`src/rtl/tinyalu_cmd_driver.sv`:
```
// Initiator-side driver for a combinational tinyalu: accepts commands, holds operands
// for SETTLE_CYCLES cycles, captures the 16-bit result and queues it for the consumer.
module tinyalu_cmd_driver #(
    parameter int SETTLE_CYCLES = 2,
    parameter int RSP_DEPTH     = 4,
    parameter int CNT_W         = 8
) (
    input  logic             clk,
    input  logic             reset,
    input  logic             cmd_valid,
    output logic             cmd_ready,
    input  logic [2:0]       cmd_op,
    input  logic [7:0]       cmd_a,
    input  logic [7:0]       cmd_b,
    output logic             alu_reset,
    output logic [2:0]       alu_op,
    output logic [7:0]       alu_a,
    output logic [7:0]       alu_b,
    input  logic [15:0]      alu_out,
    output logic             rsp_valid,
    input  logic             rsp_ready,
    output logic [15:0]      rsp_data,
    output logic [2:0]       rsp_op,
    output logic             busy,
    output logic [CNT_W-1:0] cmd_count
);

    localparam int PTR_W = $clog2(RSP_DEPTH);
    localparam int FC_W  = PTR_W + 1;
    localparam int SET_W = (SETTLE_CYCLES > 1) ? $clog2(SETTLE_CYCLES) : 1;

    typedef enum logic [0:0] {
        ST_IDLE  = 1'b0,
        ST_DRIVE = 1'b1
    } state_t;

    state_t             state_r;
    state_t             state_nxt_s;
    logic [SET_W-1:0]   settle_r;
    logic               alu_reset_r;
    logic [2:0]         alu_op_r;
    logic [7:0]         alu_a_r;
    logic [7:0]         alu_b_r;
    logic               cmd_ready_r;
    logic               busy_r;
    logic [CNT_W-1:0]   cmd_count_r;

    logic [15:0]        data_mem_r [RSP_DEPTH];
    logic [2:0]         op_mem_r   [RSP_DEPTH];
    logic [PTR_W-1:0]   wr_ptr_r;
    logic [PTR_W-1:0]   rd_ptr_r;
    logic [FC_W-1:0]    fifo_cnt_r;
    logic [FC_W-1:0]    fifo_cnt_nxt_s;
    logic               rsp_valid_r;

    logic               accept_s;
    logic               push_s;
    logic               pop_s;

    assign accept_s = cmd_valid & cmd_ready_r & (state_r == ST_IDLE);
    assign push_s   = (state_r == ST_DRIVE) && (settle_r == {SET_W{1'b0}});
    assign pop_s    = rsp_valid_r & rsp_ready;

    // Next FSM state, shared by the FSM and the look-ahead for the registered cmd_ready.
    always_comb begin
        state_nxt_s = state_r;
        case (state_r)
            ST_IDLE: begin
                if (accept_s) begin
                    state_nxt_s = ST_DRIVE;
                end else begin
                    state_nxt_s = ST_IDLE;
                end
            end
            ST_DRIVE: begin
                if (push_s) begin
                    state_nxt_s = ST_IDLE;
                end else begin
                    state_nxt_s = ST_DRIVE;
                end
            end
            default: state_nxt_s = ST_IDLE;
        endcase
    end

    // Next FIFO occupancy; a simultaneous push and pop leaves it unchanged.
    always_comb begin
        fifo_cnt_nxt_s = fifo_cnt_r;
        if (push_s && !pop_s) begin
            fifo_cnt_nxt_s = fifo_cnt_r + FC_W'(1);
        end else if (!push_s && pop_s) begin
            fifo_cnt_nxt_s = fifo_cnt_r - FC_W'(1);
        end else begin
            fifo_cnt_nxt_s = fifo_cnt_r;
        end
    end

    // Command FSM: operand registers, ALU reset pin, settle timer and completion counter.
    always_ff @(posedge clk) begin
        if (reset) begin
            state_r     <= ST_IDLE;
            settle_r    <= {SET_W{1'b0}};
            alu_reset_r <= 1'b1;
            alu_op_r    <= 3'd0;
            alu_a_r     <= 8'd0;
            alu_b_r     <= 8'd0;
            cmd_ready_r <= 1'b1;
            busy_r      <= 1'b0;
            cmd_count_r <= {CNT_W{1'b0}};
        end else begin
            state_r     <= state_nxt_s;
            busy_r      <= (state_nxt_s == ST_DRIVE);
            // Registered version of "IDLE and a FIFO slot is free" for the coming cycle.
            cmd_ready_r <= (state_nxt_s == ST_IDLE) && (fifo_cnt_nxt_s < FC_W'(RSP_DEPTH));
            case (state_r)
                ST_IDLE: begin
                    if (accept_s) begin
                        alu_op_r    <= cmd_op;
                        alu_a_r     <= cmd_a;
                        alu_b_r     <= cmd_b;
                        alu_reset_r <= 1'b0;
                        settle_r    <= SET_W'(SETTLE_CYCLES - 1);
                    end else begin
                        alu_reset_r <= 1'b1;
                    end
                end
                ST_DRIVE: begin
                    if (push_s) begin
                        alu_reset_r <= 1'b1;
                        cmd_count_r <= cmd_count_r + CNT_W'(1);
                    end else begin
                        settle_r    <= settle_r - SET_W'(1);
                    end
                end
                default: begin
                    alu_reset_r <= 1'b1;
                end
            endcase
        end
    end

    // Response FIFO; pointers wrap naturally because RSP_DEPTH is a power of two.
    always_ff @(posedge clk) begin
        if (reset) begin
            wr_ptr_r    <= {PTR_W{1'b0}};
            rd_ptr_r    <= {PTR_W{1'b0}};
            fifo_cnt_r  <= {FC_W{1'b0}};
            rsp_valid_r <= 1'b0;
        end else begin
            if (push_s) begin
                data_mem_r[wr_ptr_r] <= alu_out;
                op_mem_r[wr_ptr_r]   <= alu_op_r;
                wr_ptr_r             <= wr_ptr_r + PTR_W'(1);
            end
            if (pop_s) begin
                rd_ptr_r <= rd_ptr_r + PTR_W'(1);
            end
            fifo_cnt_r  <= fifo_cnt_nxt_s;
            rsp_valid_r <= (fifo_cnt_nxt_s != {FC_W{1'b0}});
        end
    end

    assign cmd_ready = cmd_ready_r;
    assign alu_reset = alu_reset_r;
    assign alu_op    = alu_op_r;
    assign alu_a     = alu_a_r;
    assign alu_b     = alu_b_r;
    assign rsp_valid = rsp_valid_r;
    assign rsp_data  = data_mem_r[rd_ptr_r];
    assign rsp_op    = op_mem_r[rd_ptr_r];
    assign busy      = busy_r;
    assign cmd_count = cmd_count_r;

endmodule

```
`config.mk`:
```
export PLATFORM = sky130hd
export DESIGN_NAME = tinyalu_cmd_driver
export DESIGN_NICKNAME = d
export VERILOG_FILES = /design/src/rtl/tinyalu_cmd_driver.sv
export SDC_FILE = /design/constraint.sdc
export NUM_CORES = 1
export LEC_CHECK = 0
export BUFFER_PORTS_ARGS = -buffer_cell sky130_fd_sc_hd__buf_2
export CELL_PAD_IN_SITES_DETAIL_PLACEMENT = 1
export CELL_PAD_IN_SITES_GLOBAL_PLACEMENT = 2
export CORE_ASPECT_RATIO = 1.2
export CORE_MARGIN = 1
export CORE_UTILIZATION = 40
export CTS_CLUSTER_DIAMETER = 200
export DETAILED_ROUTE_END_ITERATION = 12
export PLACE_DENSITY = 0.79
export SLEW_MARGIN = 20
export SYNTH_ARGS = -nofsm -noshare
export SYNTH_HDL_FRONTEND = slang
export SYNTH_SLANG_ARGS = --single-unit
```
`constraint.sdc`:
```
create_clock -name clk -period 2.7 [get_ports clk]
set_clock_uncertainty 0.05 [all_clocks]
set_input_delay 0.81 -clock clk [delete_from_list [all_inputs] [get_ports clk]]
set_output_delay 0.81 -clock clk [all_outputs]
set_load 0.02 [all_outputs]
```
**Yosys cells after proc, flatten, opt, wreduce, memory -nomap -nowiden**

Memory sizes are Yosys's and may differ from the RTL's. A register that Yosys moved wholly into a read port is not among the register bits.
Index checks and enable logic that the tools add are counted.

- Memories kept: 2
- Input bits: 39
- Register bits after elaboration: 39
- Bits in writable memories: 76
- Logic and storage cells: 58
- Output and inout port bits: 50

Memories:

| memory | words | width | read ports | clocked after Yosys merged registers in | write ports | RTL line | text |
|---|---|---|---|---|---|---|---|
| data_mem_r | 4 | 16 | 1 | 1 | 1 | 48 | `logic [15:0] data_mem_r [RSP_DEPTH];` |
| op_mem_r | 4 | 3 | 1 | 1 | 1 | 49 | `logic [2:0] op_mem_r [RSP_DEPTH];` |

- Add/sub/neg operators: 6
- Order comparisons: 1
- Bitwise logic cells: 6
- Reduce and logical (&&, ||, !) cells: 10
- Mux-type cells: 18
- Equal/unequal tests: 3

Operators with widths:

| kind | number |
|---|---|
| two-way mux 1 bit | 9 |
| adder 8 x 1 -> 8 bit, second input constant | 1 |
| two-way mux 2 bit | 4 |
| two-way mux 3 bit | 2 |
| case mux 1 bit (2 select lines) | 3 |
| AND reduction 2 bit | 3 |
| adder 2 x 1 -> 2 bit, second input constant | 2 |
| logical AND 1 bit | 4 |
| inequality test 2 bit, second input constant | 2 |
| adder 3 x 1 -> 3 bit, second input constant | 1 |
| AND 1 bit | 3 |
| less-than comparator 3 bit, second input constant | 1 |
| NOT 1 bit | 3 |
| nonzero test 3 bit | 1 |
| subtractor 3 x 1 -> 3 bit, second input constant | 1 |
| zero test 1 bit | 2 |
| inequality test 2 x 1 -> 1 bit, second input constant | 1 |
| subtractor 1 bit, second input constant | 1 |

**Longest topological paths before layout**

Gate-level depths: netlist of the first run.

- Word-level depth: 8
- Depth in mapped cells: 6
- Gate-level depth less buffers: 6

**Worst setup path after synthesis of the first run**

OpenSTA, ideal clock, no wires.

- Kind: register to output
- Start point: register with a tool-made name
- End point: output rsp_data[10]
- Cell stages (with the launch flop): 4
- Required time: 1.840 ns
- Arrival: 1.256 ns
- Slack: 0.584 ns
- Path through: dfxtp_1 -> buf_4 -> buf_6 -> mux4_2

RTL lines:

| item | RTL line | text |
|---|---|---|
| to (decl) | 22 | `output logic [15:0] rsp_data,` |

==> flow_summary.yaml, run 1 <==
cts:
  clock_tree_from_tritoncts: "yes"
  cts-root-to-sink-buffers: 2
  cts_max_level: 4
  post-cts-setup-buffer-count: 0
  cts.reportedPaths.clkPinSlew_ns: 0.05
  clkLatencyLatePin_ns: 0.40
  cts_repair_resize_count: 0
  clock_sink_count: 117
  cts_hold_repair.buffers: 0
  library_cell_used_as_clock_root_buffer: "sky130_fd_sc_hd__clkbuf_16"
  cts_buffers: 17
placement:
  gp_congestion: 0.6952
  quantity_of_i_o_buffers_inserted_on_ports: 88
  place_hpwl_um: 5583
  post-place-cells: 502
  postPlaceCellArea_mm2: 0.004994
logic_synthesis:
  ys_types: 36
  primary_flip_flop_cell_chosen_by_synthesis_mapping: "sky130_fd_sc_hd__edfxtp_1"
  synthesis.area_mm2: 0.004407
  synth_area_leaders: "sky130_fd_sc_hd__edfxtp_1, sky130_fd_sc_hd__dfxtp_1, sky130_fd_sc_hd__mux4_2"
  synth_enable_flop_cells: 76
  syn_inst: 291
  ys_warn_count: 0
  synth_nets: 337
  synth-async-reset-ratio: 0
  postSynthAreaPerCell_um2: 15.14
  yosysSeqAreaShare: 0.7041
  netlist.area_leader.share: 0.5179
  synth.top_cells.by_count: "sky130_fd_sc_hd__edfxtp_1, sky130_fd_sc_hd__nand2_1, sky130_fd_sc_hd__dfxtp_1, sky130_fd_sc_hd__a21oi_1, sky130_fd_sc_hd__mux4_2"
  postSynthRegisterBits: 117
  netlist.top_cell.by_area: "sky130_fd_sc_hd__edfxtp_1"
  synthMostInstantiatedCell: "sky130_fd_sc_hd__edfxtp_1"
layout:
  fin_nets: 438
  final_layout_size_suffix_gt1_frac: 0.3704
  area_delta_synth_final_pct: 26.32
  fin_area_mm2: 0.005567
  fin_cells: 534
  antenna-diode-count: 0
floorplan:
  initial_core_util: 0.4150
  die_width_um: 97.82
  core_area_mm2: 0.01062
  core.rowCount: 41
  die_footprint_mm2: 0.01144
  die_height_um: 117.0
  io_pins: 89
timing:
  fmaxAchievable_mhz: 396.4
  min_period_over_period: 0.9344
  report.final.slew_viol_count: 0
  rsz0062_at_grt: "no"
  finalSetupViolations: 0
  final-hold-violation-count: 0
  final.setup.tns_ns: 0
  tightest_slew_ns: 0.4280
  period_needed_ns: 2.523
  max-slew-margin-rel: 0.7147
hold_path:
  hold_path_depth: 2
  min_delay_worst_endpoint: "alu_b[6]$_SDFFE_PP0P_"
  holdCritPathClass: "reg -> reg"
  timing.hold.worst.start: "alu_b[6]$_SDFFE_PP0P_"
critical_path:
  biggest_fanout_along_the_worst_timing_path: 19
  cp.required_ns: 1.84
  worst_ep_arrival_time_ns: 1.66
  worstSetupPathType: "reg -> out"
  r2r_start: "busy$_SDFF_PP0_"
  r2r_setup_slack_ns: 1.02
  timing.rr.end: "data_mem_r[2][15]$_DFFE_PP_"
  worstRegToRegCells: 4
  nature_of_the_critical_path_endpoint: "output pin"
  worst_setup_path_start_kind: "flip-flop"
routing:
  drt_pass1_iterations: 8
  starting_drt_drc_count: 77
  num_vias: 2615
  detail_route.vias_per_cell: 4.897
  post-route-drc-count: 10
  ant_nets: 0
  routed_wirelength_um: 8415
  routed_wire_length_per_instance_um: 15.76
global_routing:
  grt.met3_usage: 0.06473
  globalRoute.busiestLayer: "met2"
  grt_overflow: 0
  use_met2: 0.2671
  global_route_wire_length_before_repair_um: 13660
  antenna_found_initial: 0
  grt_pass1_vias: 2751
  grt_usage: 0.1636
  grt_start_max_net_pins: 41
  globalRouteMet1Util: 0.1901
power_and_ir_drop:
  vdd_drop_max_mv: 0.3378
  leakage_uw: 0.002138
  power-per-cell-area_mw_per_mm2: 895.2
status:
  failed_checks: "DRC"
  status: "finished, violations left"
job:
  max_cap_viol_count: 0
worst max-delay path, cell delays in order (launching register included):
cell and delay, ns:
sky130_fd_sc_hd__dfxtp_1 0.35, sky130_fd_sc_hd__buf_12 0.20, sky130_fd_sc_hd__mux4_2 0.53, sky130_fd_sc_hd__buf_2 0.18
state kept, by name (all words and copies together), names as in the netlist, named ones only:
register / flops
fifo_cnt_r: 3
busy: 1
alu_reset: 1
op_mem_r: 12
alu_a: 8
wr_ptr_r: 2
rsp_valid: 1
settle_r: 1
cmd_ready: 1
cmd_count: 8
alu_op: 3
data_mem_r: 64
alu_b: 8
rd_ptr_r: 2
routing by layer:
layer | share of wire | vias to the layer above | routed length (um)
met5 | 0 | - | 0
met3 | 0.056 | 14 | 470
met4 | 0.017 | 0 | 143
met2 | 0.51 | 72 | 4291
met1 | 0.42 | 1264 | 3509
li1 | - | 1265 | -
area by class of cell:
| class | count | area (um^2) |
|---|---|---|
| fill | 1078 | 5052 |
| sequential | 117 | 3103 |
| multi-input combinational | 156 | 1201 |
| timing repair buffer | 96 | 513.0 |
| clock buffer | 24 | 503.0 |
| tap | 129 | 161.4 |
| clock inverter | 8 | 70.07 |
| inverter | 4 | 15.01 |
how the worst max path moves through the flow:
stage | end | slack (ns)
3_5_place_dp | rsp_data[4] | 0.57
3_3_place_gp | rsp_op[2] | 0.61
2_1_floorplan | rsp_data[10] | 0.58
4_1_cts | rsp_data[4] | 0.13
5_1_grt | rsp_data[4] | 0.11
6_report | rsp_data[4] | 0.18
metrics by stage:
step | utilization | hold WS [ns] | worst slack (ns) | power (uW)
2_1_floorplan | - | 0.4164 | 0.5838 | 2685
3_3_place_gp | 0.4702 | 0.3889 | 0.6115 | 2899
3_5_place_dp | 0.4702 | 0.3975 | 0.5708 | 2927
4_1_cts | 0.5242 | 0.4051 | 0.1328 | 5054
5_1_grt | 0.5242 | 0.4198 | 0.1054 | 5212
6_report | 0.5242 | 0.4034 | 0.1772 | 4983
power by group:
part | leakage [uW] | internal (uW) | total (uW) | switching, uW
Sequential | 0.00102 | 2020 | 2090 | 78.2
Clock | 0.000289 | 1380 | 2100 | 721
Combinational | 0.000826 | 336 | 784 | 447
cells by family (layout without fill, tap and decap cells):
logic type	after synthesis	in the layout	synth area share
flops	117	117	0.7041
simple gates	84	84	0.08575
compound gates	31	31	0.03975
mux	20	20	0.09938
buf+inv	18	132	0.02328
xor+xnor	14	14	0.02783
fa+ha+maj	7	7	0.01987
cell usage in the layout, fill, tap and decap left out, types with 2 or more instances in the layout:
cell | synthesis | layout
sky130_fd_sc_hd__mux4_2 | 19 | 19
sky130_fd_sc_hd__and2_1 | 5 | 5
sky130_fd_sc_hd__buf_4 | 1 | 7
sky130_fd_sc_hd__clkinv_2 | 0 | 5
sky130_fd_sc_hd__dfxtp_1 | 41 | 41
sky130_fd_sc_hd__xor2_1 | 8 | 8
sky130_fd_sc_hd__ha_1 | 7 | 7
sky130_fd_sc_hd__buf_2 | 3 | 88
sky130_fd_sc_hd__inv_1 | 4 | 4
sky130_fd_sc_hd__edfxtp_1 | 76 | 76
sky130_fd_sc_hd__nand2_1 | 47 | 47
sky130_fd_sc_hd__a21oi_1 | 24 | 24
sky130_fd_sc_hd__clkbuf_8 | 1 | 3
sky130_fd_sc_hd__and3_1 | 2 | 2
sky130_fd_sc_hd__nand3_1 | 2 | 2
sky130_fd_sc_hd__clkbuf_1 | 5 | 3
sky130_fd_sc_hd__xnor2_1 | 6 | 6
sky130_fd_sc_hd__clkbuf_16 | 0 | 18
sky130_fd_sc_hd__nor2_1 | 17 | 17
sky130_fd_sc_hd__nand4_1 | 3 | 3
Power figures use the tool's default switching activity.
==> inputs of run 2 (changes only) <==
--- a/config.mk
+++ b/config.mk
@@ -5,7 +5,7 @@
 export SDC_FILE = /design/constraint.sdc
 export NUM_CORES = 1
 export LEC_CHECK = 0
-export BUFFER_PORTS_ARGS = -buffer_cell sky130_fd_sc_hd__buf_2
+export BUFFER_PORTS_ARGS = -buffer_cell sky130_fd_sc_hd__clkbuf_2
 export CELL_PAD_IN_SITES_DETAIL_PLACEMENT = 1
 export CELL_PAD_IN_SITES_GLOBAL_PLACEMENT = 2
 export CORE_ASPECT_RATIO = 1.2
==> run 2 against run 1 <==
Against the previous run: the run still ends with DRC left; combinational power is essentially flat; global-route usage barely moved; register-to-register slack worse by 0.07 ns; first-iteration DRC count down 1.3%; wire length rose by 2.9%; flip-flop and latch count unchanged; sequential power is essentially flat; power rose by 1.1%; utilization rose by 0.21 points.
==> flow_summary.yaml, run 2 (synthesis gave the netlist of run 1 again) <==
global_routing:
  global_route_wire_length_before_repair_um: 13760
  grt_start_max_net_pins: 41
  grt_pass1_vias: 2695
  grt_overflow: 0
  antenna_found_initial: 0
  grt_usage: 0.1637
placement:
  post-place-cells: 503
  dpl_worst_slack_ns: 0.5653
  gp_congestion: 0.6870
  quantity_of_i_o_buffers_inserted_on_ports: 88
  place_hpwl_um: 5751
  postPlaceCellArea_mm2: 0.005014
routing:
  routed_wire_length_per_instance_um: 16.18
  ant_nets: 0
  drt_pass1_iterations: 8
  post-route-drc-count: 10
  num_vias: 2651
  starting_drt_drc_count: 76
  detail_route.vias_per_cell: 4.955
  routed_wirelength_um: 8657
power_and_ir_drop:
  power.share.switching: 0.2485
  combinational_share_of_power: 0.156
  sequentialPowerShare: 0.416
  vdd_drop_max_mv: 0.4439
  power.net_switching_uw: 1252
  clock_power_share: 0.429
  p_int_uw: 3788
  power-per-cell-area_mw_per_mm2: 901.8
  leakage_uw: 0.002131
status:
  failed_checks: "DRC"
  status: "finished, violations left"
floorplan:
  die_height_um: 117.0
  io_pins: 89
  die_footprint_mm2: 0.01144
  die_width_um: 97.82
  core_area_mm2: 0.01062
  core.rowCount: 41
  initial_core_util: 0.4150
cts:
  cts_repair_resize_count: 0
  cts_buffers: 17
  library_cell_used_as_clock_root_buffer: "sky130_fd_sc_hd__clkbuf_16"
  cts-root-to-sink-buffers: 2
  clkLatencyLatePin_ns: 0.39
  cts_hold_repair.buffers: 0
  clock_tree_from_tritoncts: "yes"
  cts_max_level: 4
  cts.reportedPaths.clkPinSlew_ns: 0.05
  clock_sink_count: 117
  post-cts-setup-buffer-count: 0
timing:
  rsz0062_at_grt: "no"
  report.final.slew_viol_count: 0
  period_needed_ns: 2.521
  tightest_slew_ns: 0.4225
  max-slew-margin-rel: 0.7184
  final-hold-violation-count: 0
  min_period_over_period: 0.9336
  postLayoutSetupSlackWorst_ns: 0.1793
  fmaxAchievable_mhz: 396.7
  finalSetupViolations: 0
  final.setup.tns_ns: 0
layout:
  fin_cells: 535
  area_delta_synth_final_pct: 26.83
  top_register: "data_mem_r"
  number_of_flip_flops_under_the_largest_register_name: 64
  final_cell_mix: "sky130_fd_sc_hd__clkbuf_2, sky130_fd_sc_hd__edfxtp_1, sky130_fd_sc_hd__nand2_1"
  antenna-diode-count: 0
  mostFrequentLayoutCell: "sky130_fd_sc_hd__clkbuf_2"
  fin_area_mm2: 0.005589
  fin_nets: 439
  biggestRegsByFlops: "data_mem_r x64, op_mem_r x12"
  final_layout_size_suffix_gt1_frac: 0.3670
critical_path:
  biggest_fanout_along_the_worst_timing_path: 19
  critical_path.cell_chain: "buf_12 -> mux4_2 -> clkbuf_2"
  worst_setup_path_start_kind: "flip-flop"
  crit_path_max_incr_delay_ns: 0.53
  worstSetupPathType: "reg -> out"
  critPathSlowestCell: "sky130_fd_sc_hd__mux4_2"
  nature_of_the_critical_path_endpoint: "output pin"
  cp.required_ns: 1.84
  worst_ep_arrival_time_ns: 1.66
  worstRegToRegCells: 4
hold_path:
  hold_path_depth: 2
  holdCritPathClass: "reg -> reg"
job:
  max_cap_viol_count: 0
run 2: power groups by stage:
stage                     clock network [uW]  logic, uW  registers, uW
after floorplan                            0        512           2170
after global placement                     0        776           2120
after detailed placement                   0        797           2130
after CTS                               2200        801           2100
after global routing                    2280        861           2110
final                                   2160        784           2100
run 2: worst paths after layout:
| check | start | slack (ns) | endpoint |
|---|---|---|---|
| max reg2reg | busy$_SDFF_PP0_ | 0.95 | data_mem_r[3][15]$_DFFE_PP_ |
| min reg2reg | alu_b[1]$_SDFFE_PP0P_ | 0.40 | alu_b[1]$_SDFFE_PP0P_ |
| max | flip-flop | 0.18 | rsp_data[5] |
| min | alu_b[1]$_SDFFE_PP0P_ | 0.40 | alu_b[1]$_SDFFE_PP0P_ |
run 2: cell type report:
class                      instances  area (um^2)
sequential                       117         3103
timing repair buffer              97        533.0
fill                            1091         5030
inverter                           4        15.01
clock buffer                      21        440.4
clock inverter                    11        135.1
tap                              129        161.4
multi-input combinational        156         1201
run 2: metrics by stage:
step	hold slack [ns]	power (uW)	utilization
3_5_place_dp	0.3998	2927	0.4721
5_1_grt	0.4214	5248	0.5263
4_1_cts	0.4071	5101	0.5263
2_1_floorplan	0.4164	2685	-
3_3_place_gp	0.3919	2900	0.4721
6_report	0.4031	5040	0.5263
run 2: routing by layer:
metal  vias up  wire [um]  track usage
li1       1267          -            -
met2        72       4428       0.2818
met5         -          0            0
met4         0         97      0.06970
met1      1302       3619       0.1872
met3        10        512      0.05819
run 2: critical path: cells and delay by family (launching register included):
family / cells / cell delay [ns]
DFF: 1 / 0.35
muxes: 1 / 0.53
buffers and inverters: 2 / 0.38
==> inputs of run 3 (changes only) <==
--- a/config.mk
+++ b/config.mk
@@ -5,15 +5,18 @@
 export SDC_FILE = /design/constraint.sdc
 export NUM_CORES = 1
 export LEC_CHECK = 0
+export ABC_AREA = 1
 export BUFFER_PORTS_ARGS = -buffer_cell sky130_fd_sc_hd__clkbuf_2
 export CELL_PAD_IN_SITES_DETAIL_PLACEMENT = 1
 export CELL_PAD_IN_SITES_GLOBAL_PLACEMENT = 2
 export CORE_ASPECT_RATIO = 1.2
 export CORE_MARGIN = 1
-export CORE_UTILIZATION = 40
+export CORE_UTILIZATION = 38
 export CTS_CLUSTER_DIAMETER = 200
+export CTS_CLUSTER_SIZE = 8
 export DETAILED_ROUTE_END_ITERATION = 12
-export PLACE_DENSITY = 0.79
+export HOLD_SLACK_MARGIN = 0.15
+export PLACE_DENSITY = 0.81
 export SLEW_MARGIN = 20
 export SYNTH_ARGS = -nofsm -noshare
 export SYNTH_HDL_FRONTEND = slang
==> run 3 against run 2 <==
Against the previous run: the flow now finishes without violations; wire length up 18%; power grew 5.6%; register-to-register slack worse by 0.12 ns; clock-buffer cell count is 3 lower; worst setup slack lost 0.13 ns; via count increased by 24%; global-route usage increased by 1.9 points; final area grew 3.2%; largest cell class unchanged; largest power group unchanged.
==> flow_summary.yaml, run 3 <==
timing:
  fmaxAchievable_mhz: 377.6
  max-slew-margin-rel: 0.6780
  final-hold-violation-count: 0
  period_needed_ns: 2.648
  final.hold.worst_slack_ns: 0.4169
  min_period_over_period: 0.9808
  final.setup.tns_ns: 0
  finalSetupViolations: 0
  tightest_slew_ns: 0.4825
  report.final.slew_viol_count: 0
  rsz0062_at_grt: "no"
cts:
  clock_tree_from_tritoncts: "yes"
  clock_sink_count: 117
  clkLatencyLatePin_ns: 0.40
  post-cts-setup-buffer-count: 0
  cts_buffers: 17
  cts.reportedPaths.clkPinSlew_ns: 0.06
  cts_hold_repair.buffers: 0
  library_cell_used_as_clock_root_buffer: "sky130_fd_sc_hd__clkbuf_16"
  cts-root-to-sink-buffers: 2
  cts_max_level: 4
logic_synthesis:
  ys_types: 24
  synth.top_cells.by_count: "sky130_fd_sc_hd__nor2_1, sky130_fd_sc_hd__edfxtp_1, sky130_fd_sc_hd__o21ai_0, sky130_fd_sc_hd__dfxtp_1, sky130_fd_sc_hd__nand2_1"
  synth_nets: 452
  postSynthRegisterBits: 117
  yosysSeqAreaShare: 0.6904
  synth-async-reset-ratio: 0
  ys_warn_count: 0
  synthesis.area_mm2: 0.004494
  postSynthAreaPerCell_um2: 11.07
  primary_flip_flop_cell_chosen_by_synthesis_mapping: "sky130_fd_sc_hd__edfxtp_1"
  synth_area_leaders: "sky130_fd_sc_hd__edfxtp_1, sky130_fd_sc_hd__dfxtp_1, sky130_fd_sc_hd__nor2_1"
  synthMostInstantiatedCell: "sky130_fd_sc_hd__nor2_1"
  netlist.area_leader.share: 0.5078
  synth_enable_flop_cells: 76
  syn_inst: 406
  netlist.top_cell.by_area: "sky130_fd_sc_hd__edfxtp_1"
critical_path:
  crit_buf_inv: 2
  biggest_fanout_along_the_worst_timing_path: 14
  worst_setup_path_start_kind: "flip-flop"
  cp.required_ns: 1.84
  crit_path_max_incr_delay_ns: 0.37
  critical_path.cell_chain: "inv_1 -> o21ai_0 -> o22ai_1 -> clkbuf_2"
  worst_ep_arrival_time_ns: 1.79
  critPathSlowestCell: "sky130_fd_sc_hd__inv_1"
  worstSetupPathType: "reg -> out"
  r2r_start: "busy$_SDFF_PP0_"
  nature_of_the_critical_path_endpoint: "output pin"
  worst_path_dominant_cell_family: "buffers and inverters"
floorplan:
  core.rowCount: 43
  die_height_um: 121.1
  core_area_mm2: 0.01151
  die_width_um: 101.3
  die_footprint_mm2: 0.01227
  io_pins: 89
  initial_core_util: 0.3903
layout:
  final_layout_size_suffix_gt1_frac: 0.2813
  mostFrequentLayoutCell: "sky130_fd_sc_hd__clkbuf_2"
  top_register: "data_mem_r"
  number_of_flip_flops_under_the_largest_register_name: 64
  final_cell_mix: "sky130_fd_sc_hd__clkbuf_2, sky130_fd_sc_hd__nor2_1, sky130_fd_sc_hd__edfxtp_1"
  antenna-diode-count: 0
  fin_nets: 552
  area_delta_synth_final_pct: 28.31
  biggestRegsByFlops: "data_mem_r x64, op_mem_r x12"
  final.fill_count: 1310
power_and_ir_drop:
  power.share.switching: 0.2846
  vdd_drop_max_mv: 0.4792
  power-per-cell-area_mw_per_mm2: 923.3
  sequentialPowerShare: 0.397
  clock_power_share: 0.430
  combinational_share_of_power: 0.174
  power.net_switching_uw: 1515
  leakage_uw: 0.002356
  p_int_uw: 3809
routing:
  routed_wire_length_per_instance_um: 15.11
  starting_drt_drc_count: 106
  detail_route.vias_per_cell: 4.880
  ant_nets: 0
  post-route-drc-count: 0
  num_vias: 3299
  routed_wirelength_um: 10210
  drt_pass1_iterations: 4
global_routing:
  grt_pass1_vias: 3389
  grt_usage: 0.1830
  grt_start_max_net_pins: 39
  grt_overflow: 0
  antenna_found_initial: 0
  global_route_wire_length_before_repair_um: 16640
placement:
  place_hpwl_um: 6540
  quantity_of_i_o_buffers_inserted_on_ports: 88
  gp_congestion: 0.7303
job:
  max_cap_viol_count: 0
hold_path:
  holdCritPathClass: "reg -> reg"
  timing.hold.worst.start: "alu_reset$_SDFFE_PP1P_"
status:
  status: "finished, final reports clean"
run 3: stage by stage:
stage          cell area (um^2)    util  power, uW  setup slack, ns  cells
6_report                   5767  0.5009       5324          0.05194    676
5_1_grt                    5767  0.5009       5578         0.004325    676
4_1_cts                    5759  0.5002       5382          0.02627    676
3_5_place_dp               5145  0.4469       3078           0.5341    644
3_3_place_gp               5145  0.4469       3044           0.5830    644
2_1_floorplan              4494       -       2750           0.3731    406
run 3: worst paths after layout:
check / end / slack [ns] / cells past startpoint
max reg2reg: data_mem_r[3][8]$_DFFE_PP_ / 0.83 / 5
min: alu_reset$_SDFFE_PP1P_ / 0.42 / 2
min reg2reg: alu_reset$_SDFFE_PP1P_ / 0.42 / 2
max: rsp_op[2] / 0.05 / 4
run 3: final cells by class:
class | instances | area (um^2) | share of cell area
Tap cell | 157 | 196.4 | 0.03406
Inverter | 26 | 97.59 | 0.01692
Clock inverter | 14 | 175.2 | 0.03038
Multi-Input combinational cell | 246 | 1232 | 0.2137
Timing Repair Buffer | 98 | 523.0 | 0.09069
Clock buffer | 18 | 439.2 | 0.07616
Sequential cell | 117 | 3103 | 0.5381
run 3: cells by family (layout without fill, tap and decap cells):
kind of cell | Yosys count | in the layout | synth area share
compound gates | 94 | 94 | 0.1102
xor+xnor | 1 | 1 | 0.001949
fa+ha+maj | 7 | 7 | 0.01949
buf+inv | 43 | 156 | 0.03758
flops | 117 | 117 | 0.6904
simple gates | 144 | 144 | 0.1403
run 3: power groups by stage:
stage / clock [uW] / sequential (uW) / combinational, uW
floorplan: 0 / 2210 / 535
global placement: 0 / 2140 / 904
detailed placement: 0 / 2150 / 930
CTS: 2330 / 2110 / 937
global route: 2420 / 2130 / 1030
finish: 2290 / 2110 / 925
run 3: routing by layer:
metal / track usage / wire length [um] / up-vias / part of all wire
li1: - / - / 1603 / -
met1: 0.2101 / 4258 / 1604 / 0.42
met2: 0.3125 / 5286 / 77 / 0.52
met3: 0.05645 / 502 / 15 / 0.049
met4: 0.07790 / 167 / 0 / 0.016
met5: 0 / 0 / - / 0
run 3: worst register-to-register path, delay by kind of cell (launching register included):
| kind | cells | cell delay [ns] |
|---|---|---|
| buf+inv | 2 | 0.44 |
| flops | 1 | 0.53 |
| simple gates | 3 | 0.50 |
run 3: what timing repair did:
item / 4_1_cts / 5_1_grt
setup endpoints to repair: 0 / 4
endpoints found under the hold margin: 0 / 0
resized for setup: 0 / 2
